===== config.mk =====
export PLATFORM = sky130hd
export DESIGN_NAME = store_buffer
export DESIGN_NICKNAME = d
export VERILOG_FILES = /design/src/rtl/store_buffer.sv
export SDC_FILE = /design/constraint.sdc
export NUM_CORES = 1
export LEC_CHECK = 0
export CAP_MARGIN = 20
export CORE_AREA = 2 2 141 143
export DETAILED_ROUTE_END_ITERATION = 10
export DIE_AREA = 0 0 143 145
export DONT_BUFFER_PORTS = 1
export PLACE_DENSITY_LB_ADDON = 0.3
export SLEW_MARGIN = 20
export SYNTH_ARGS = -nofsm -noshare
export SYNTH_HDL_FRONTEND = slang
export SYNTH_SLANG_ARGS = --single-unit

===== constraint.sdc =====
create_clock -name clk -period 6.8 [get_ports clk]
set_input_delay 0.68 -clock clk [delete_from_list [all_inputs] [get_ports clk]]
set_output_delay 0.68 -clock clk [all_outputs]
set_load 0.01 [all_outputs]

===== src/rtl/store_buffer.sv =====
// In-order store buffer: circular queue of committed stores drained over a valid/ready
// write port, with a same-cycle load lookup. Define STORE_BUFFER_FORWARD_EN to enable forwarding.
module store_buffer #(
  parameter int DEPTH  = 4,
  parameter int ADDR_W = 32
) (
  input  logic                   clk,
  input  logic                   reset,
  input  logic [ADDR_W-1:0]      push_addr,
  input  logic [31:0]            push_val,
  input  logic [1:0]             push_size,
  input  logic                   push_valid,
  output logic                   full,
  output logic                   empty,
  output logic [$clog2(DEPTH):0] count,
  output logic                   push_misaligned,
  output logic [ADDR_W-1:0]      mem_addr,
  output logic [31:0]            mem_val,
  output logic [3:0]             mem_strb,
  output logic                   mem_valid,
  input  logic                   mem_ready,
  input  logic [ADDR_W-1:0]      lookup_addr,
  input  logic [1:0]             lookup_size,
  output logic                   lookup_hit,
  output logic [31:0]            lookup_data,
  output logic                   lookup_conflict
);

  localparam int PW = $clog2(DEPTH);
  localparam int CW = PW + 1;
  localparam int WA = ADDR_W - 2;

  function automatic logic is_misaligned(input logic [1:0] size, input logic [1:0] lo);
    case (size)
      2'd0:    return 1'b0;
      2'd1:    return lo[0];
      2'd2:    return lo != 2'd0;
      default: return 1'b1;
    endcase
  endfunction

  function automatic logic [3:0] byte_mask(input logic [1:0] size, input logic [1:0] lo);
    case (size)
      2'd0:    return 4'b0001 << lo;
      2'd1:    return 4'b0011 << lo;
      default: return 4'hF;
    endcase
  endfunction

  logic [PW-1:0]  wr_ptr_q, wr_ptr_d;
  logic [PW-1:0]  rd_ptr_q, rd_ptr_d;
  logic [CW-1:0]  count_q, count_d;
  logic [DEPTH-1:0] vld_q, vld_d;
  logic           mis_q, mis_d;
  logic [WA-1:0]  waddr_q [DEPTH];
  logic [31:0]    data_q  [DEPTH];
  logic [3:0]     strb_q  [DEPTH];

  logic push_mis, push_acc, pop;
  logic [3:0] l_mask;
  logic       l_mis;
  logic       any_ov;

  assign full      = (count_q == CW'(DEPTH));
  assign empty     = (count_q == '0);
  assign count     = count_q;
  assign mem_valid = !empty;
  assign push_misaligned = mis_q;

  assign push_mis = push_valid && !full && is_misaligned(push_size, push_addr[1:0]);
  assign push_acc = push_valid && !full && !is_misaligned(push_size, push_addr[1:0]);
  assign pop      = !empty && mem_ready;

  // Head entry is gated to zero when empty so the write port idles cleanly.
  assign mem_addr = empty ? '0 : {waddr_q[rd_ptr_q], 2'b00};
  assign mem_val  = empty ? '0 : data_q[rd_ptr_q];
  assign mem_strb = empty ? '0 : strb_q[rd_ptr_q];

  always_comb begin
    wr_ptr_d = wr_ptr_q;
    rd_ptr_d = rd_ptr_q;
    count_d  = count_q;
    vld_d    = vld_q;
    mis_d    = push_mis;
    if (pop) begin
      rd_ptr_d        = rd_ptr_q + PW'(1);
      vld_d[rd_ptr_q] = 1'b0;
    end
    if (push_acc) begin
      wr_ptr_d        = wr_ptr_q + PW'(1);
      vld_d[wr_ptr_q] = 1'b1;
    end
    case ({push_acc, pop})
      2'b10:   count_d = count_q + CW'(1);
      2'b01:   count_d = count_q - CW'(1);
      default: count_d = count_q;
    endcase
  end

  always_ff @(posedge clk or posedge reset) begin
    if (reset) begin
      wr_ptr_q <= '0;
      rd_ptr_q <= '0;
      count_q  <= '0;
      vld_q    <= '0;
      mis_q    <= 1'b0;
    end else begin
      wr_ptr_q <= wr_ptr_d;
      rd_ptr_q <= rd_ptr_d;
      count_q  <= count_d;
      vld_q    <= vld_d;
      mis_q    <= mis_d;
    end
  end

  // Payload needs no reset: every reader is qualified by vld_q or empty.
  always_ff @(posedge clk) begin
    if (push_acc) begin
      waddr_q[wr_ptr_q] <= push_addr[ADDR_W-1:2];
      data_q[wr_ptr_q]  <= push_val << {push_addr[1:0], 3'b000};
      strb_q[wr_ptr_q]  <= byte_mask(push_size, push_addr[1:0]);
    end
  end

  assign l_mask = byte_mask(lookup_size, lookup_addr[1:0]);
  assign l_mis  = is_misaligned(lookup_size, lookup_addr[1:0]);

`ifdef STORE_BUFFER_FORWARD_EN
  function automatic logic [31:0] size_keep(input logic [1:0] size);
    case (size)
      2'd0:    return 32'h0000_00FF;
      2'd1:    return 32'h0000_FFFF;
      default: return 32'hFFFF_FFFF;
    endcase
  endfunction

  logic [PW-1:0] idx;
  logic [3:0]    sel_mask;
  logic [31:0]   sel_data;

  // Walk oldest to youngest so the last overlapping entry seen is the youngest.
  always_comb begin
    idx      = '0;
    any_ov   = 1'b0;
    sel_mask = '0;
    sel_data = '0;
    for (int k = 0; k < DEPTH; k++) begin
      idx = rd_ptr_q + PW'(k);
      if (!l_mis && vld_q[idx] && waddr_q[idx] == lookup_addr[ADDR_W-1:2]
          && (strb_q[idx] & l_mask) != 4'h0) begin
        any_ov   = 1'b1;
        sel_mask = strb_q[idx];
        sel_data = data_q[idx];
      end
    end
    lookup_hit      = any_ov && ((sel_mask & l_mask) == l_mask);
    lookup_data     = (sel_data >> {lookup_addr[1:0], 3'b000}) & size_keep(lookup_size);
    lookup_conflict = any_ov && !lookup_hit;
  end
`else
  always_comb begin
    any_ov = 1'b0;
    for (int i = 0; i < DEPTH; i++) begin
      if (vld_q[i] && waddr_q[i] == lookup_addr[ADDR_W-1:2] && (strb_q[i] & l_mask) != 4'h0)
        any_ov = 1'b1;
    end
    if (l_mis) any_ov = 1'b0;
    lookup_hit      = 1'b0;
    lookup_data     = '0;
    lookup_conflict = any_ov;
  end
`endif

endmodule


# After elaboration in Yosys (flattened, before gate mapping)

Memories as Yosys holds them, arrays and structs flattened.
Index checks and enable logic that the tools add are counted.
W data, S select, Z words.

Output and inout bits: 109
Memories: 3
Bits in writable memories: 264
Bits of input ports: 104
Bits in registers: 12

Reductions and logical operators: 27
Magnitude comparators: 4
Shift-type cells: 5
Equal/unequal tests: 11
Bitwise operators: 7
Multiplexer cells: 22
Add/subtract/negate cells: 4

Memories:

| name    | words | bits a word | rd ports | clocked after Yosys merged registers in | wr ports | line | text |
|---|---|---|---|---|---|---|---|
| data_q  | 4     | 32          | 1        | 0                                       | 1        | 56   | `logic [31:0] data_q [DEPTH];` |
| waddr_q | 4     | 30          | 5        | 0                                       | 1        | 55   | `logic [WA-1:0] waddr_q [DEPTH];` |
| strb_q  | 4     | 4           | 5        | 0                                       | 1        | 57   | `logic [3:0] strb_q [DEPTH];` |

Operator list:

| cell                  | count |
|---|---|
| $eq A30 B30 Y1        | 4 |
| $mux W32              | 2 |
| $shl A32 B5 Y32       | 1 |
| $and A4 B4 Y4         | 5 |
| $mux W4               | 4 |
| $pmux W4 S2           | 2 |
| $reduce_bool A4 Y1    | 4 |
| $logic_and A1 B1 Y1   | 14 |
| $mux W1               | 9 |
| $shl A1 B2 Y4 const A | 2 |
| $shl A2 B2 Y4 const A | 2 |
| $eq A2 B1 Y1 const B  | 3 |
| $eq A2 B2 Y1 const B  | 3 |
| $lt A2 B3 Y1 const B  | 2 |
| $pmux W1 S3           | 2 |
| $pmux W3 S2           | 1 |
| $reduce_bool A2 Y1    | 3 |
| $add A2 B1 Y2 const B | 2 |
| $demux W1 S2          | 2 |
| $ge A2 B1 Y1 const B  | 2 |
| $logic_not A2 Y1      | 2 |
| $not A4 Y4            | 1 |
| $or A4 B4 Y4          | 1 |
| $add A3 B1 Y3 const B | 1 |
| 4 further kinds       | 6 |

# Longest topological paths before layout

Gate-level depths: netlist (run 1).

Word-level depth: 10
Gate-level depth with buffers: 12

# Worst setup path before layout (run 1)

No wires, ideal clock.

Path type: in2reg
From: in push_size[0]
To: mem data_q[0][0], enable pin
Cell stages on the path: 5
Arrival time: 2,971 ps
Slack: 3,398 ps
Path buffers: 1
Cells stage by stage: nor3_1 -> nor2_1 -> nor2_1 -> clkbuf_1 -> and2_1

Longest elaborated chain between the ends: 6
Elaborated cells between the ends (all ways): 8

RTL lines:

| item                                       | line | text |
|---|---|---|
| start, declared                            | 11   | `input logic [1:0] push_size,` |
| $eq A2 B2 Y1, or another cell as far along | 34   | `case (size)` |
| $pmux W1 S3 (*)                            | 34   |  |
| $logic_not A1 Y1 (*)                       | 71   | `assign push_acc = push_valid && !full && !is_misaligned(push_size, push_addr[1:0]);` |
| $logic_and A1 B1 Y1 (*)                    | 71   |  |
| $mux W1 (*)                                | 118  | `if (push_acc) begin` |
| $mux W1 (implied by the code) (*)          | 120  | `data_q[wr_ptr_q] <= push_val << {push_addr[1:0], 3'b000};` |
| end, declared                              | 56   |  |

Every way passes the cells marked *; elsewhere a longest branch is shown, timed or not.

# Worst setup path in the final report (run 1)

From: reg rd_ptr_q[0]
To: out mem_val[4]

Longest elaborated chain between the ends: 2

RTL lines:

| item                   | line | text |
|---|---|---|
| start, declared        | 51   | `logic [PW-1:0] rd_ptr_q, rd_ptr_d;` |
| start signal, assigned | 109  | `rd_ptr_q <= rd_ptr_d;` |
| $mem_v2 Z4 W32         | -    |  |
| $mux W32               | 76   | `assign mem_val = empty ? '0 : data_q[rd_ptr_q];` |
| end, declared          | 18   | `output logic [31:0] mem_val,` |

No other way between the ends.

==> results of run 1 <==
[critical path, cell delays in order (launching register included)]
cell and delay (ns):
sky130_fd_sc_hd__dfrtp_4 0.79, sky130_fd_sc_hd__buf_4 0.78, sky130_fd_sc_hd__mux4_2 0.62, sky130_fd_sc_hd__and2_1 0.24
[path summary, 6_finish.rpt]
kind / end / slack (ns) / cells past startpoint
max: mem_val[4] / 3.15 / 3
min reg2reg: vld_q[3] / 0.54 / 1
max in group asynchronous: rd_ptr_q[0] / 6.37 / 1
min in group clk: waddr_q[1][9] / 0.24 / 0
max reg2reg: data_q[1][25] / 3.33 / 6
min: push_misaligned / 0.06 / 1
[layout make-up]
type                       instances  area (sq um)  area share
timing repair buffer               6          45.0     0.00326
tap                              265           332      0.0240
inverter                          11          41.3     0.00299
multi-input combinational        475          4360       0.316
sequential                       276          8230       0.597
clock buffer                      41           748      0.0542
clock inverter                     7          33.8     0.00245
[cells in the mapped netlist (5+ instances only)]
cell type | n | area, sq um
sky130_fd_sc_hd__nor4_1 | 12 | 75.1
sky130_fd_sc_hd__inv_1 | 11 | 41.3
sky130_fd_sc_hd__ha_1 | 9 | 113
sky130_fd_sc_hd__a21oi_1 | 9 | 45.0
sky130_fd_sc_hd__buf_1 | 5 | 18.8
sky130_fd_sc_hd__mux4_2 | 66 | 1490
sky130_fd_sc_hd__mux2i_1 | 17 | 170
sky130_fd_sc_hd__buf_4 | 38 | 285
sky130_fd_sc_hd__edfxtp_1 | 264 | 7930
sky130_fd_sc_hd__nor2_1 | 16 | 60.1
sky130_fd_sc_hd__o21ai_0 | 17 | 85.1
sky130_fd_sc_hd__nand4_1 | 20 | 125
sky130_fd_sc_hd__nand2_1 | 14 | 52.6
sky130_fd_sc_hd__a211oi_1 | 8 | 60.1
sky130_fd_sc_hd__nor3_1 | 6 | 30.0
sky130_fd_sc_hd__clkbuf_1 | 21 | 78.8
sky130_fd_sc_hd__buf_2 | 15 | 75.1
sky130_fd_sc_hd__xnor2_1 | 63 | 552
sky130_fd_sc_hd__xor2_1 | 62 | 543
sky130_fd_sc_hd__and2_1 | 79 | 494
sky130_fd_sc_hd__dfrtp_1 | 12 | 300
sky130_fd_sc_hd__nor2b_1 | 9 | 56.3
[per-stage QoR]
step	area [sq um]	hold slack, ns	std cells	util	total power [mW]
6_report	13800	0.0573	1081	0.718	5.01
5_1_grt	13800	0.0810	1081	0.718	5.22
4_1_cts	13800	0.0588	1081	0.718	5.05
3_5_place_dp	13000	0.521	1033	0.677	3.72
3_3_place_gp	13000	0.511	1033	0.677	3.68
2_1_floorplan	13100	0.466	841	-	3.42
[flip-flops by register name (all words and copies together), names as in the netlist]
signal,flops
rd_ptr_q,2
vld_q,4
data_q,128
waddr_q,120
push_misaligned,1
wr_ptr_q,2
strb_q,16
count,3
[per-layer routing]
metal / GRT usage / up-vias
met2: 0.446 / 408
met3: 0.0799 / 51
met1: 0.352 / 3354
met4: 0.0856 / 0
met5: 0 / -
li1: - / 2960
[power groups by stage]
stage	logic (mW)	registers [mW]	clock network, mW
CTS	1.44	2.27	1.35
global route	1.52	2.28	1.42
finish	1.42	2.26	1.33
detailed placement	1.42	2.30	0
floorplan	1.24	2.18	0
global placement	1.40	2.28	0
[kinds of logic after synthesis]
logic type / after synthesis
AOI/OAI and AO/OA: 54
xor gates and xnor gates: 125
adders and majority gates: 10
buffers and inverters: 90
DFF: 276
muxes: 84
other: 1
and+or+nand+nor: 167
==> results.rst, run 1 <==
.. list-table::
   :header-rows: 1

   * - Metric
     - Value
   * - Result of the run
     - finished clean
   * - Reg power frac
     - 0.452
   * - Clock network latency to the later pin of the worst-skew pair
     - 0.52 ns
   * - Combinational power share
     - 0.283
   * - CTS Buffer Depth
     - 3
   * - Routed wirelength normalized by instance count
     - approximately 26 um
   * - Share of synthesized registers carrying an async set or reset
     - 0.0435
   * - Floorplan die area
     - roughly 21,000 sq um
   * - Antenna Cells
     - 0
   * - Crit path time final
     - approximately 3.6 ns
   * - Post-route worst setup slack
     - between 3 and 4 ns
   * - Number of buffers added by the clock tree synthesis step
     - 26
   * - Count of distinct cell types in the synthesized netlist
     - 42
   * - Final ANT Viol Nets
     - 0
   * - Crit path kind
     - flop to output pin
   * - Setup violations, final
     - 0
   * - Total power divided by cell area
     - around 360 nW/um^2
   * - Number of global-route vias before repair
     - 6,963
   * - Wire length of the first global-routing pass
     - approximately 41,000 um
   * - Average instance area after synthesis
     - about 16 sq um
   * - Data arrival at the endpoint of the critical path
     - ~3.0 ns
   * - Clock transition at the registers of the reported paths
     - 0.06 ns
   * - Filler Cell Count
     - 1,204
   * - Aggregate global routing overflow
     - 0
   * - Launching element type of the critical path
     - flop
   * - Pin count of the biggest net entering global routing
     - 70
   * - Post-CTS resize count
     - 0
   * - Slew HR
     - 0.276
   * - Worst setup slack before clock tree synthesis
     - between 3 and 4 ns
   * - Xor and xnor area share after synthesis
     - 0.0845
   * - Drt via density
     - 6.27
   * - Launch point of the worst reg-to-reg path
     - count[0]
   * - Placeable Area
     - ~19,000 sq um
   * - Most frequent cells in the layout
     - 264 x sky130_fd_sc_hd__edfxtp_1, 75 x sky130_fd_sc_hd__and2_1, 66 x sky130_fd_sc_hd__mux4_2, 63 x sky130_fd_sc_hd__xnor2_1, 62 x sky130_fd_sc_hd__xor2_1
   * - Number of buffers inserted by post-CTS setup repair
     - 0
   * - Crit. End Element
     - output pin
   * - Most common cell after layout, fill and taps aside
     - sky130_fd_sc_hd__edfxtp_1
   * - Starting density of the core
     - 0.674
   * - Worst Skew
     - roughly 0.0067 ns
   * - Total Routed Length
     - 28,300 um
   * - Highest Clock Rate
     - 0.274 GHz
   * - Quantity of hold-fixing buffers added after cts
     - 0
   * - Switching pwr
     - roughly 1.5 mW
   * - Leakage power
     - around 4.5 nW
   * - Die Y
     - between 100 and 150 um
   * - Synth Area in Adders
     - 0.0102
   * - Placer's final routability congestion estimate
     - approximately 0.87
   * - Total number of yosys warnings
     - 0
   * - Number of top-level design ports
     - approximately 210
   * - Compound-gate portion of the synthesized area
     - 0.0275
   * - Number of buffers added on ports
     - 0
   * - Worst Path Required
     - just over 6 ns
   * - Fraction of the yosys area taken by sequential cells
     - 0.635
   * - Top routing layer used
     - met4
   * - Post-synthesis sequential element count
     - around 280
   * - Post-layout nets
     - between 900 and 1,000
   * - Maximum vdd ir drop
     - about 0.27 mV
   * - Sum of routed wire segments on met1
     - 10,000 um
   * - Gate Count Post-Synth
     - ~810
   * - Vias after detailed routing
     - approximately 6,800
   * - RSZ-0062 raised after global routing
     - false
   * - CTS tree
     - built
   * - Starting DRC count in detailed routing
     - between 500 and 600
   * - Main flop type after synthesis
     - sky130_fd_sc_hd__edfxtp_1
   * - Clock net sink count
     - ~280
   * - Number of levels the H-tree was split into
     - 1
   * - Cell-internal power
     - between 3 and 4 mW
   * - Number of rows created at floorplan
     - a little over 50
   * - EDFF count, synth
     - ~260
   * - Detailed Routing Iterations Pass 1
     - 5
   * - Worst slew pin tran
     - between 1 and 1.5 ns
   * - Area overhead of the layout relative to synthesis
     - 6.51%
   * - Total Negative Setup Slacks
     - 0 ns
   * - HPWL after detailed placement
     - a little under 20,000 um
   * - Share of total power in the clock network
     - 0.265
   * - Largest family of logic cells by synthesized area
     - multiplexers
   * - Antenna violations before repair
     - 0
   * - Sw frac
     - 0.306
   * - Max-capacitance violation count
     - 0
   * - Final period utilization
     - 0.537
   * - Overall Global Routing Usage
     - 0.271
   * - Critical path peak fanout
     - 44
   * - Post-synthesis share of cell area spent on and, or, nand and nor gates
     - 0.0750
   * - Overall die width
     - between 100 and 150 um
   * - Netlist area before placement
     - 13,000 sq um
   * - DR WL met3
     - about 3200 um
   * - Crit path from
     - rd_ptr_q[0]
   * - Share of post-route cells with drive strength above 1
     - 0.141
   * - Clock root buffer
     - sky130_fd_sc_hd__clkbuf_16
   * - Slew Viols, Final
     - 0
   * - Count of endpoints failing hold in the final timing report
     - 0
   * - Met2 Wirelength
     - 14,300 um
   * - Hold/Removal Path Class
     - input pin to asynchronous set/reset pin
   * - Remaining DRCs
     - 0
   * - Multiplexer share of the synthesized area
     - 0.129
Power figures use the tool's default switching activity.
==> run 2, diff against run 1 <==
--- a/config.mk
+++ b/config.mk
@@ -6,9 +6,9 @@
 export NUM_CORES = 1
 export LEC_CHECK = 0
 export CAP_MARGIN = 20
-export CORE_AREA = 2 2 141 143
+export CORE_AREA = 2 2 146 148
 export DETAILED_ROUTE_END_ITERATION = 10
-export DIE_AREA = 0 0 143 145
+export DIE_AREA = 0 0 148 150
 export DONT_BUFFER_PORTS = 1
 export PLACE_DENSITY_LB_ADDON = 0.3
 export SLEW_MARGIN = 20
==> constraint.sdc (replaced) <==
create_clock -name clk -period 3.7 [get_ports clk]
set_input_delay 0.37 -clock clk [delete_from_list [all_inputs] [get_ports clk]]
set_output_delay 0.37 -clock clk [all_outputs]
set_load 0.01 [all_outputs]
==> run 2 against run 1 <==
Clock-buffer cell count down 6. Non-clock buffer count up 37. Worst hold slack worse by 0.0079 ns. Clock skew up 0.0015 ns.
==> results.rst, run 2 (synthesized netlist as in run 1, its figures left out) <==
.. list-table::
   :header-rows: 1

   * - Metric
     - Value
   * - Highest Clock Rate
     - ~0.32 GHz
   * - Most common cell after layout, fill and taps aside
     - sky130_fd_sc_hd__edfxtp_1
   * - Share of total power in the clock network
     - 0.287
   * - Starting density of the core
     - 0.626
   * - Number of rows created at floorplan
     - 53
   * - Sum of routed wire segments on met1
     - around 11,000 um
   * - R2R depth
     - 9
   * - Count of endpoints failing hold in the final timing report
     - 0
   * - Filler Cell Count
     - ~1,400
   * - Hold Slack
     - about 0.049 ns
   * - Launching element type of the critical path
     - flop
   * - Max-capacitance violation count
     - 0
   * - DR WL met3
     - 2590 um
   * - Critical path peak fanout
     - 2
   * - Number of levels the H-tree was split into
     - 1
   * - Data arrival at the endpoint of the critical path
     - around 2.7 ns
   * - CTS Buffer Depth
     - 3
   * - Setup violations, final
     - 0
   * - Area overhead of the layout relative to synthesis
     - 10.5%
   * - Power after layout
     - about 9.6 mW
   * - Max reg flops
     - around 130
   * - Number of buffers inserted by post-CTS setup repair
     - 0
   * - Slew Viols, Final
     - 0
   * - Endpoint of the most critical register-to-register path
     - count[2]
   * - Slack of the worst reg-to-reg path
     - a little over 1 ns
   * - Crit. End Element
     - output pin
   * - Remaining DRCs
     - 0
   * - Number of top-level design ports
     - ~210
   * - Drt via density
     - approximately 6
   * - Sw frac
     - 0.305
   * - Clock root buffer
     - sky130_fd_sc_hd__clkbuf_16
   * - Antenna violations before repair
     - 0
   * - Die Y
     - about 150 um
   * - RSZ-0062 raised after global routing
     - false
   * - Vias after detailed routing
     - roughly 6,900
   * - Antenna Cells
     - 0
   * - Clock net sink count
     - roughly 280
   * - Aggregate global routing overflow
     - 0
   * - Wire length of the first global-routing pass
     - between 40,000 and 50,000 um
   * - Leakage power
     - around 4.8 nW
   * - Hold/Removal Path Class
     - input pin to flop
   * - Reg power frac
     - 0.429
   * - Pin count of the biggest net entering global routing
     - 70
   * - Worst Skew
     - approximately 0.0082 ns
   * - Crit path from
     - waddr_q[2][20]
   * - Overall Global Routing Usage
     - 0.265
   * - Result of the run
     - finished clean
   * - Final ANT Viol Nets
     - 0
   * - Worst Path Required
     - 3.33 ns
   * - Worst slew pin tran
     - about 0.69 ns
   * - Met2 Wirelength
     - roughly 15,000 um
   * - Starting DRC count in detailed routing
     - approximately 520
   * - Share of post-route cells with drive strength above 1
     - 0.146
   * - Placer's final routability congestion estimate
     - slightly above 0.8
   * - Total Negative Setup Slacks
     - 0 ns
   * - Post-layout nets
     - around 950
   * - Top routing layer used
     - met4
   * - Slew HR
     - 0.537
   * - Overall die width
     - 148 um
   * - HPWL after detailed placement
     - ~20,000 um
   * - Switching pwr
     - 2.94 mW
   * - Clock transition at the registers of the reported paths
     - ~0.060 ns
   * - Cell-internal power
     - ~6.7 mW
   * - Combinational power share
     - 0.284
   * - Final period utilization
     - 0.838
   * - CTS tree
     - built
   * - Clock network latency to the later pin of the worst-skew pair
     - around 0.54 ns
   * - Number of buffers added on ports
     - 0
   * - Detailed Routing Iterations Pass 1
     - 5
   * - Top flop regs
     - data_q: 128 flops, waddr_q: 120 flops, strb_q: 16 flops
   * - Placeable Area
     - 20,700 sq um
   * - Most frequent cells in the layout
     - 264 x sky130_fd_sc_hd__edfxtp_1, 75 x sky130_fd_sc_hd__and2_1, 66 x sky130_fd_sc_hd__mux4_2, 63 x sky130_fd_sc_hd__xnor2_1, 62 x sky130_fd_sc_hd__xor2_1
   * - Crit path kind
     - flop to output pin
   * - Total power divided by cell area
     - 673 nW/um^2
   * - Total Routed Length
     - 29,200 um
   * - Launch point of the worst reg-to-reg path
     - count[0]
   * - Number of buffers added by the clock tree synthesis step
     - 28
   * - Crit path time final
     - just over 3 ns
   * - Floorplan die area
     - approximately 22,000 sq um
   * - Endpoint of the most critical setup path
     - lookup_conflict
   * - Biggest register
     - data_q
   * - Post-CTS resize count
     - 0
   * - Maximum vdd ir drop
     - around 0.52 mV
   * - Number of global-route vias before repair
     - roughly 7,300
   * - Routed wirelength normalized by instance count
     - 25.9 um
[run 2: layout make-up]
type,count,area (sq um),area share
multi-input combinational,475,4360,0.305
sequential,276,8230,0.575
clock buffer,35,748,0.0523
clock inverter,16,145,0.0101
timing repair buffer,43,438,0.0306
tap,275,344,0.0240
inverter,11,41.3,0.00289
[run 2: stage by stage]
step                setup slack, ns  std cells  utilization  cell area, sq um
detailed placement             1.03       1049        0.633             13100
global route                  0.567       1131        0.692             14300
CTS                           0.643       1131        0.692             14300
finish                        0.600       1131        0.692             14300
global placement               1.10       1049        0.633             13100
floorplan                     0.398        841            -             13100
[run 2: per-layer routing]
layer  global-route usage  vias to the layer above
met5                    0                        -
met4               0.0814                        0
met3               0.0689                       42
met2                0.449                      315
met1                0.340                     3536
li1                     -                     3042
[run 2: timing repair]
| action | in CTS | in global routing |
|---|---|---|
| endpoints found under the hold margin | 132 | 0 |
| endpoints found under the setup margin | 0 | 0 |
| hold buffers | 31 | 0 |
[run 2: worst min path at each step]
stage / cells after the start / slack (ns) / to / start
2_1_floorplan: 1 / 0.23 / count[0] / reset
3_3_place_gp: 1 / 0.28 / wr_ptr_q[1] / reset
3_5_place_dp: 1 / 0.31 / wr_ptr_q[0] / reset
4_1_cts: 1 / 0.04 / strb_q[0][0] / push_size[1]
5_1_grt: 1 / 0.05 / data_q[3][11] / push_addr[1]
6_report: 2 / 0.05 / push_misaligned / push_valid
[run 2: critical path: stages (launching register included)]
cell,delay [ns]
sky130_fd_sc_hd__edfxtp_1,0.39
sky130_fd_sc_hd__xor2_1,0.20
sky130_fd_sc_hd__nor4_1,0.63
sky130_fd_sc_hd__nand4_1,0.33
sky130_fd_sc_hd__a311oi_1,0.33
sky130_fd_sc_hd__o41a_1,0.31
[run 2: power groups by stage]
stage / clock network [mW] / registers [mW] / logic (mW)
floorplan: 0 / 4.01 / 2.27
global placement: 0 / 4.17 / 2.68
detailed placement: 0 / 4.20 / 2.72
CTS: 2.79 / 4.14 / 2.77
global route: 2.92 / 4.18 / 2.94
finish: 2.76 / 4.13 / 2.73
